<file path="src/rtl/enemy_controller.sv">
// Life-cycle sequencer for one enemy: spawn, draw, wait frames, erase, move, bottom check.
// Shares a plotter via drawReq/drawDone; tracks escapes/kills and raises fall speed per level.
module enemy_controller #(
  parameter int unsigned FRAMES_PER_MOVE = 4,
  parameter int unsigned ESC_PER_LEVEL   = 5,
  parameter int unsigned MAX_SPEED       = 7,
  parameter int unsigned INIT_SPEED      = 1,
  parameter int unsigned X_START         = 8,
  parameter int unsigned X_STEP          = 37,
  parameter int unsigned X_MAX           = 150
) (
  input  logic       clk,
  input  logic       n_reset,
  input  logic       start,
  input  logic       frameTick,
  input  logic       bottomReached,
  input  logic       hit,
  input  logic       drawDone,
  output logic       drawReq,
  output logic       erase,
  output logic       inResetState,
  output logic       inUpdatePositionState,
  output logic [7:0] enemyXIn,
  output logic [2:0] speed,
  output logic [7:0] escapes,
  output logic [7:0] kills
);

  localparam int unsigned FW = $clog2(FRAMES_PER_MOVE + 1);
  localparam int unsigned LW = $clog2(ESC_PER_LEVEL + 1);

  typedef enum logic [2:0] {
    ST_IDLE,
    ST_SPAWN,
    ST_DRAW,
    ST_WAIT,
    ST_ERASE,
    ST_UPDATE,
    ST_CHECK
  } state_t;

  state_t          state_q, state_d;
  logic [FW-1:0]   frame_q, frame_d;
  logic [LW-1:0]   level_q, level_d;
  logic            killed_q, killed_d;
  logic [7:0]      x_q, x_d;
  logic [2:0]      speed_q, speed_d;
  logic [7:0]      esc_q, esc_d;
  logic [7:0]      kill_q, kill_d;
  logic [8:0]      x_sum;
  logic [7:0]      x_adv;

  // Respawn X wraps back into [0, X_MAX]; the sum is 9 bits so it cannot overflow.
  always_comb begin
    x_sum = {1'b0, x_q} + 9'(X_STEP);
    x_adv = 8'((x_sum > 9'(X_MAX)) ? (x_sum - 9'(X_MAX + 1)) : x_sum);
  end

  always_ff @(posedge clk or negedge n_reset) begin
    if (!n_reset) begin
      state_q  <= ST_IDLE;
      frame_q  <= '0;
      level_q  <= '0;
      killed_q <= 1'b0;
      x_q      <= 8'(X_START);
      speed_q  <= 3'(INIT_SPEED);
      esc_q    <= '0;
      kill_q   <= '0;
    end else begin
      state_q  <= state_d;
      frame_q  <= frame_d;
      level_q  <= level_d;
      killed_q <= killed_d;
      x_q      <= x_d;
      speed_q  <= speed_d;
      esc_q    <= esc_d;
      kill_q   <= kill_d;
    end
  end

  always_comb begin
    state_d  = state_q;
    frame_d  = frame_q;
    level_d  = level_q;
    killed_d = killed_q;
    x_d      = x_q;
    speed_d  = speed_q;
    esc_d    = esc_q;
    kill_d   = kill_q;

    unique case (state_q)
      ST_IDLE: begin
        if (start) state_d = ST_SPAWN;
      end
      ST_SPAWN: begin
        state_d = ST_DRAW;
      end
      ST_DRAW: begin
        if (drawDone) begin
          frame_d = '0;
          state_d = ST_WAIT;
        end
      end
      ST_WAIT: begin
        // hit wins over a coincident frameTick
        if (hit) begin
          killed_d = 1'b1;
          state_d  = ST_ERASE;
        end else if (frameTick) begin
          if (frame_q == FW'(FRAMES_PER_MOVE - 1)) begin
            frame_d  = FW'(FRAMES_PER_MOVE);
            killed_d = 1'b0;
            state_d  = ST_ERASE;
          end else begin
            frame_d = frame_q + FW'(1);
          end
        end
      end
      ST_ERASE: begin
        if (drawDone) begin
          if (killed_q) begin
            if (kill_q != 8'hFF) kill_d = kill_q + 8'd1;
            x_d     = x_adv;
            state_d = ST_SPAWN;
          end else begin
            state_d = ST_UPDATE;
          end
        end
      end
      ST_UPDATE: begin
        state_d = ST_CHECK;
      end
      ST_CHECK: begin
        if (bottomReached) begin
          if (esc_q != 8'hFF) esc_d = esc_q + 8'd1;
          if (level_q == LW'(ESC_PER_LEVEL - 1)) begin
            level_d = '0;
            if (speed_q < 3'(MAX_SPEED)) speed_d = speed_q + 3'd1;
          end else begin
            level_d = level_q + LW'(1);
          end
          x_d     = x_adv;
          state_d = ST_SPAWN;
        end else begin
          state_d = ST_DRAW;
        end
      end
      default: state_d = ST_IDLE;
    endcase
  end

  // Strobes decode directly from the state register so reset clears them asynchronously.
  assign drawReq               = (state_q == ST_DRAW) || (state_q == ST_ERASE);
  assign erase                 = (state_q == ST_ERASE);
  assign inResetState          = (state_q == ST_SPAWN);
  assign inUpdatePositionState = (state_q == ST_UPDATE);
  assign enemyXIn              = x_q;
  assign speed                 = speed_q;
  assign escapes               = esc_q;
  assign kills                 = kill_q;

endmodule

</file>
<file path="config.mk">
export PLATFORM = sky130hd
export DESIGN_NAME = enemy_controller
export DESIGN_NICKNAME = d
export VERILOG_FILES = /design/src/rtl/enemy_controller.sv
export SDC_FILE = /design/constraint.sdc
export NUM_CORES = 1
export LEC_CHECK = 0
export CAP_MARGIN = 0
export CORE_UTILIZATION = 53
export CTS_CLUSTER_DIAMETER = 60
export DETAILED_ROUTE_END_ITERATION = 8
export PLACE_DENSITY = 0.79
export SLEW_MARGIN = 20
export SYNTH_ARGS = -nofsm -noshare
export SYNTH_HDL_FRONTEND = slang
export SYNTH_SLANG_ARGS = --single-unit
</file>
<file path="constraint.sdc">
create_clock -name clk -period 3 [get_ports clk]
set_input_delay 0.6 -clock clk [delete_from_list [all_inputs] [get_ports clk]]
set_output_delay 0.6 -clock clk [all_outputs]
set_load 0.05 [all_outputs]
</file>
Word-level counts from Yosys, hierarchy flattened:

Cells that the tools add are included.

* bits in registers: 37
* bits of input ports: 7
* output and inout port bits: 31
* logic and storage cells: 73

* add/subtract/negate cells: 7
* order comparisons: 2
* eq/ne operators: 19
* multiplexer cells: 23
* reductions and logical operators: 14

Operators by type and width (number)
* $mux 3: 12
* $mux 8: 4
* $pmux 3 s7: 1
* $add 8x1->8 const B: 2
* $ne 8x8->1 const B: 2
* $pmux 8 s2: 1
* $reduce_and 4->1: 4
* $eq 3x3->1 const B: 4
* $ne 2x2->1 const B: 6
* $add 3x1->3 const B: 3
* $add 8x6->9 const B: 1
* $eq 3x2->1 const B: 3
* $gt 9x8->1 const B: 1
* $reduce_bool 2->1: 4
* $sub 8x8->8 const B: 1
* $ne 3x3->1 const B: 2
* $pmux 3 s2: 1
* $reduce_and 3->1: 2
* $reduce_and 5->1: 1
* $eq 3x1->1 const B: 1
* $logic_not 3->1: 1
* $lt 3x3->1 const B: 1
* $mux 1: 3
* $mux 2: 1
* other kinds (3): 3

Logic depth before layout (Yosys ltp):

Gate-level depths: netlist of the first run.

* depth after elaboration: 6
* depth in mapped cells: 9
* mapped depth without buffers: 9

Least setup slack after synthesis of the first run:

Ideal clock, no wire load.

* path type: register to register
* start point: reg x_q[0], in the netlist enemyXIn[0]
* end point: reg x_q[1], in the netlist enemyXIn[1]
* setup time: 0.134 ns
* arrival time: 2.505 ns
* data required time: 2.866 ns
* slack: 0.361 ns
* stages on the path, launching flop included: 10
* path buffers: 0
* period minus slack after synthesis: 2.639 ns
* path through: dfrtp_1 -> inv_1 -> ha_1 -> or2_2 -> a21oi_1 -> o21ai_1 -> o22ai_4 -> or2_4 -> nor3b_1 -> o31ai_2

* cells in the longest elaborated chain, start to end: 6
* elaborated cells on any way between the ends: 8
* those cells by class: add/sub (2); order compare (1); mux (5)

Ends and longest elaborated chain
* start: declaration: line 46 `logic [7:0] x_q, x_d;`
* start signal: assignment: line 65 `x_q <= 8'(X_START);`
* $add 8x6->9 (*): line 55 `x_sum = {1'b0, x_q} + 9'(X_STEP);`
* $sub 8x8->8 / $gt 9x8->1 (equally long branches): line 56 `x_adv = 8'((x_sum > 9'(X_MAX)) ? (x_sum - 9'(X_MAX + 1)) : x_sum);`
* $mux 8 (*): line 56
* $mux 8: line 121 `if (killed_q) begin`
* $mux 8: line 120 `if (drawDone) begin`
* $pmux 8 s2 (*): line 91 `unique case (state_q)`

Mark *: on every way between the ends. The rest lies on a longest branch, timed or not. The select of a mux whose other input is x is not followed.
A chain may end at the register's enable or synchronous reset.

Worst setup path after layout of the first run:

Same ends and word-level chain as after synthesis.

==> flow_summary.toml, run 1 <==
[timing]
period_needed_ps = 2610
final_hold_viol_count = 0
post-route-period-util_pct = 87.1
fmax_mhz = 383
tns_ps = 0
worstMarginPinSlew_ps = 913
setup_violations = 0
fin_hold_ws_ps = 438
max-slew-margin-rel_pct = 39.1
rsz0062_at_grt = "false"
drv_slew = 0
skew_ps = 6.20

[logic_synthesis]
synthArstFlopShare_pct = 100
yosys.cell_types.count = 54
synth_area_um2 = 2320
synth_flop_cell = "dfrtp_1"
synth_edf_count = 0
yosysSeqAreaShare_pct = 39.9
synth_area_per_cell_um2 = 9.15
syn_nets = 271
ys_ff_latch = 37
synth_cells = 254
yosysWarningCount = 0

[global_route]
antenna_found_initial = 0
grt_pass1_wl_mm = 7.11
overflow = 0
grt_max_degree = 38
grt_pass1_vias = 1565
grt_usage_pct = 20.3

[clock_tree]
cts_hold_buffers = 0
worstSkewPairLatency_ps = 290
clock_sinks = 37
cts.reportedPaths.clkPinSlew_ps = 70
cts_resized = 0
cts_setup_buffers = 0
clock_path_buffers = 2
cts_buffers = 5
root_buffer = "clkbuf_8"
cts_htree_levels = 2
cts_tree = "done"

[die]
die_area_um2 = 4660
ios = 38
rows = 23
core-area_um2 = 4120
initial_utilization_pct = 56.5
die_y_um = 68.2
die_w_um = 68.2

[final_layout]
drive_above_1_share_pct = 8.93
diodes = 0
fill_cells = 363
final_util_pct = 68.3
areaGrowthSynthToFinish_pct = 20.9
final_nets = 308

[route]
drtIter0Drc = 89
drt-total-wl_mm = 4.51
wl_per_cell_um = 13.2
vias = 1900
drt_pass1_iterations = 4
postRouteAntennaNets = 0
vias_per_cell = 5.57
drc = 0

[pwr]
powerDensity_nw_per_um2 = 1030
ir_drop_mv = 0.585
p_leak_nw = 1.23
total_power_mw = 2.90

[setup_path]
r2r_cells = 8
path_class = "flip-flop to flip-flop"
crit_start = "enemyXIn[0]"
critPathLaunchType = "flip-flop"
required_ps = 3200
critPathCaptureType = "flip-flop"
crit_chain = "ha_1, o211a_1, or3_1, a22oi_4, o22ai_4, or2_4, nor3b_1, o31ai_2"
r2r_end = "enemyXIn[1]"
crit_slowest_cell = "dfrtp_1"
cp-endpoint = "enemyXIn[1]"
worstPathMaxFanout = 13
r2r_setup_slack_ps = 390
crit_arrival_ps = 2810
timing.rr.start = "enemyXIn[0]"
crit_path_max_incr_delay_ps = 490

[placed_design]
portBuffers = 37
dp_hpwl_mm = 3.30
place_congestion = 0.882

[hold_path]
hold_class = "primary input to async pin"

[outcome]
status = "finished clean"

[job]
max_cap_viol_count = 0
==> kinds of logic (layout without fill, tap and decap cells) <==
family | count (synthesis) | in the layout | synth area share [%]
compound gates | 60 | 60 | 18.6
buf+inv | 20 | 57 | 3.82
fa+ha+maj | 10 | 10 | 5.38
mux | 6 | 6 | 2.85
flops | 37 | 37 | 39.9
xor+xnor | 24 | 24 | 9.04
simple gates | 97 | 97 | 20.4
==> final cells by class <==
type | instances | area, um^2 | share of cell area (%)
Clock buffer | 6 | 82.6 | 2.94
Clock inverter | 1 | 7.51 | 0.267
Inverter | 11 | 41.3 | 1.47
Multi-Input combinational cell | 197 | 1310 | 46.5
Sequential cell | 37 | 928 | 33.0
Tap cell | 50 | 62.6 | 2.23
Timing Repair Buffer | 39 | 380 | 13.5
==> layer usage <==
layer	global-route usage, %	vias up	wire, um	part of all wire, %
met5	0	-	0	0
met4	6.25	0	53	1.2
met3	5.00	5	177	3.9
met2	29.3	40	1980	44
met1	29.6	888	2300	51
li1	-	967	-	-
==> cells in the final DEF (no fill, tap or decap), types with 10 or more instances in the layout <==
cell / n
clkdlybuf4s50_1: 36
dfrtp_1: 35
nand2_1: 29
nor2_1: 25
xnor2_1: 14
o21ai_0: 13
a21oi_1: 12
nand3_1: 11
inv_1: 10
xor2_1: 10
ha_1: 10
==> Yosys cell counts (all sizes together) (4+ instances only) <==
library cell | count | area [um^2]
a21oi | 13 | 68.8
buf | 5 | 31.3
clkbuf | 4 | 16.3
dfrtp | 35 | 876
ha | 10 | 125
inv | 11 | 41.3
mux2 | 5 | 56.3
nand2 | 29 | 109
nand2b | 6 | 37.5
nand3 | 11 | 55.1
nand4 | 4 | 25.0
nor2 | 25 | 93.8
nor3 | 4 | 20.0
o21ai | 21 | 105
xnor2 | 14 | 123
xor2 | 10 | 87.6
==> flip-flops by register name, summed over array words and instances, names as in the netlist <==
signal,count
escapes,8
frame_q,3
enemyXIn,8
level_q,3
state_q,3
kills,8
speed,3
killed_q,1
==> critical path: cells and delay by family (launching register included) <==
kind	cells	cell delay [ps]
AOI/OAI and AO/OA	4	840
adders and majority gates	1	390
DFF	1	490
and+or+nand+nor	3	800
==> worst min-delay path by stage <==
| stage | startpoint | endpoint | slack, ps |
|---|---|---|---|
| after floorplan | n_reset | enemyXIn[0] | 300 |
| after global placement | escapes[7] | escapes[7] | 490 |
| after detailed placement | escapes[7] | escapes[7] | 500 |
| after CTS | n_reset | state_q[0] | 460 |
| after global routing | n_reset | enemyXIn[6] | 510 |
| final | n_reset | speed[2] | 440 |
==> power breakdown <==
part	leakage, nW	internal [mW]	switching (mW)
clock network	0.0433	0.181	0.167
registers	0.477	0.642	0.233
logic	0.705	0.664	1.01
==> per-stage QoR <==
stage | instances | setup slack, ps | area, um^2
finish | 341 | 386 | 2810
global route | 341 | 217 | 2810
CTS | 341 | 391 | 2810
detailed placement | 334 | 412 | 2720
global placement | 334 | 483 | 2720
floorplan | 254 | 361 | 2320
Note: power is estimated with default switching activity, not from simulation.
==> run 2, diff against run 1 <==
- CAP_MARGIN: 0 -> 20
- MAX_ROUTING_LAYER: not set -> met4
==> flow_summary.toml, run 2 (synthesis gave the netlist of run 1 again) <==
[route]
wl_met1_mm = 2.29
drt-total-wl_mm = 4.50
dr_wl_met2_mm = 1.98
wl_per_cell_um = 13.2
drtIter0Drc = 89
drc = 0
drt_pass1_iterations = 4
vias = 1906
vias_per_cell = 5.59
highest_layer = "met4"
met3_length_um = 187
postRouteAntennaNets = 0

[global_route]
grt_pass1_wl_mm = 7.10
antenna_found_initial = 0
overflow = 0
grt_usage_pct = 20.9
grt_max_degree = 38
grt_pass1_vias = 1566

[placed_design]
place_congestion = 0.896
dp_hpwl_mm = 3.30
portBuffers = 37
placed_area_um2 = 2720

[setup_path]
crit_start = "enemyXIn[0]"
crit_slowest_cell = "dfrtp_1"
worstPathMaxFanout = 13
path_class = "flip-flop to flip-flop"
critPathCaptureType = "flip-flop"
critPathLaunchType = "flip-flop"
r2r_cells = 8
crit_path_max_incr_delay_ps = 490
r2r_end = "enemyXIn[1]"
r2r_setup_slack_ps = 390
timing.rr.start = "enemyXIn[0]"
crit_chain = "ha_1, o211a_1, or3_1, a22oi_4, o22ai_4, or2_4, nor3b_1, o31ai_2"
critPathBufInv = 0
crit_arrival_ps = 2810
path_delay_family = "compound AO/OA/AOI/OAI gates"
required_ps = 3200

[timing]
worstMarginPinSlew_ps = 911
fmax_mhz = 383
period_needed_ps = 2610
setup_violations = 0
fin_hold_ws_ps = 438
post-route-period-util_pct = 87.1
drv_slew = 0
tns_ps = 0
skew_ps = 6.18
final_hold_viol_count = 0
rsz0062_at_grt = "false"
max-slew-margin-rel_pct = 39.3

[clock_tree]
clock_sinks = 37
cts_setup_buffers = 0
cts_resized = 0
root_buffer = "clkbuf_8"
cts_htree_levels = 2
clock_path_buffers = 2
cts.reportedPaths.clkPinSlew_ps = 70
worstSkewPairLatency_ps = 290
cts_buffers = 5
cts_tree = "done"
cts_hold_buffers = 0

[final_layout]
finalInstanceArea_um2 = 2810
regArea_um2 = 928
mostFrequentLayoutCell = "clkdlybuf4s50_1"
final_util_pct = 68.3
drive_above_1_share_pct = 8.93
multiInputGateArea_um2 = 1310
areaGrowthSynthToFinish_pct = 20.9
fill_cells = 363
diodes = 0
final_nets = 308
mostFrequentLayoutCells = "clkdlybuf4s50_1 (36), dfrtp_1 (35), nand2_1 (29)"

[pwr]
total_power_mw = 2.90
p_leak_nw = 1.23
powerDensity_nw_per_um2 = 1030
netSwitchingFraction_pct = 48.6
pwr-share-seq_pct = 30.2
switchingPower_mw = 1.41
power_frac_clock_pct = 12.0
ir_drop_mv = 0.585
power.internal_mw = 1.49
comb_power_share_pct = 57.8

[outcome]
status = "finished clean"

[die]
die_w_um = 68.2
rows = 23
ios = 38
die_y_um = 68.2
initial_utilization_pct = 56.5
die_area_um2 = 4660
core-area_um2 = 4120

[hold_path]
hold_class = "primary input to async pin"

[job]
max_cap_viol_count = 0
==> run 2: cell counts in the layout (fill, tap and decap cells not counted) <==
Identical to the previous run, type by type.
==> run 2: layout make-up <==
type	instances	area share (%)
multi-input cells	197	46.5
flip-flops and latches	37	33.0
repair buffers	39	13.5
clock buffers	6	2.94
well taps	50	2.23
inverters	11	1.47
clock inverters	1	0.267
==> run 2: power groups by stage <==
stage               Sequential, mW  Combinational, mW  Clock, mW
global route                 0.911               1.82      0.379
global placement             0.882               1.64          0
CTS                          0.877               1.67      0.363
detailed placement           0.886               1.67          0
floorplan                     1.07               1.08          0
finish                       0.876               1.67      0.348
==> run 2: worst max path at each step <==
| stage | to | slack (ps) | depth (start not counted) |
|---|---|---|---|
| after CTS | erase | 390 | 3 |
| after detailed placement | enemyXIn[1] | 410 | 8 |
| after global routing | enemyXIn[1] | 220 | 7 |
| final | enemyXIn[1] | 390 | 8 |
| after floorplan | enemyXIn[1] | 360 | 9 |
| after global placement | enemyXIn[1] | 480 | 8 |
==> run 2: layer usage <==
layer	GRT usage, %	vias up
met3	5.00	5
li1	-	967
met1	29.6	890
met5	-	-
met4	6.25	0
met2	29.3	44
==> run 2: metrics by stage <==
step | worst slack, ps | instances
floorplan | 361 | 254
global placement | 483 | 334
detailed placement | 412 | 334
CTS | 391 | 341
global route | 217 | 341
finish | 387 | 341
==> run 3, diff against run 2 <==
- SKIP_LAST_GASP: not set -> 1
==> results of run 3 <==
Same layout as run 2: the final DEF is identical, and so are final timing and power.
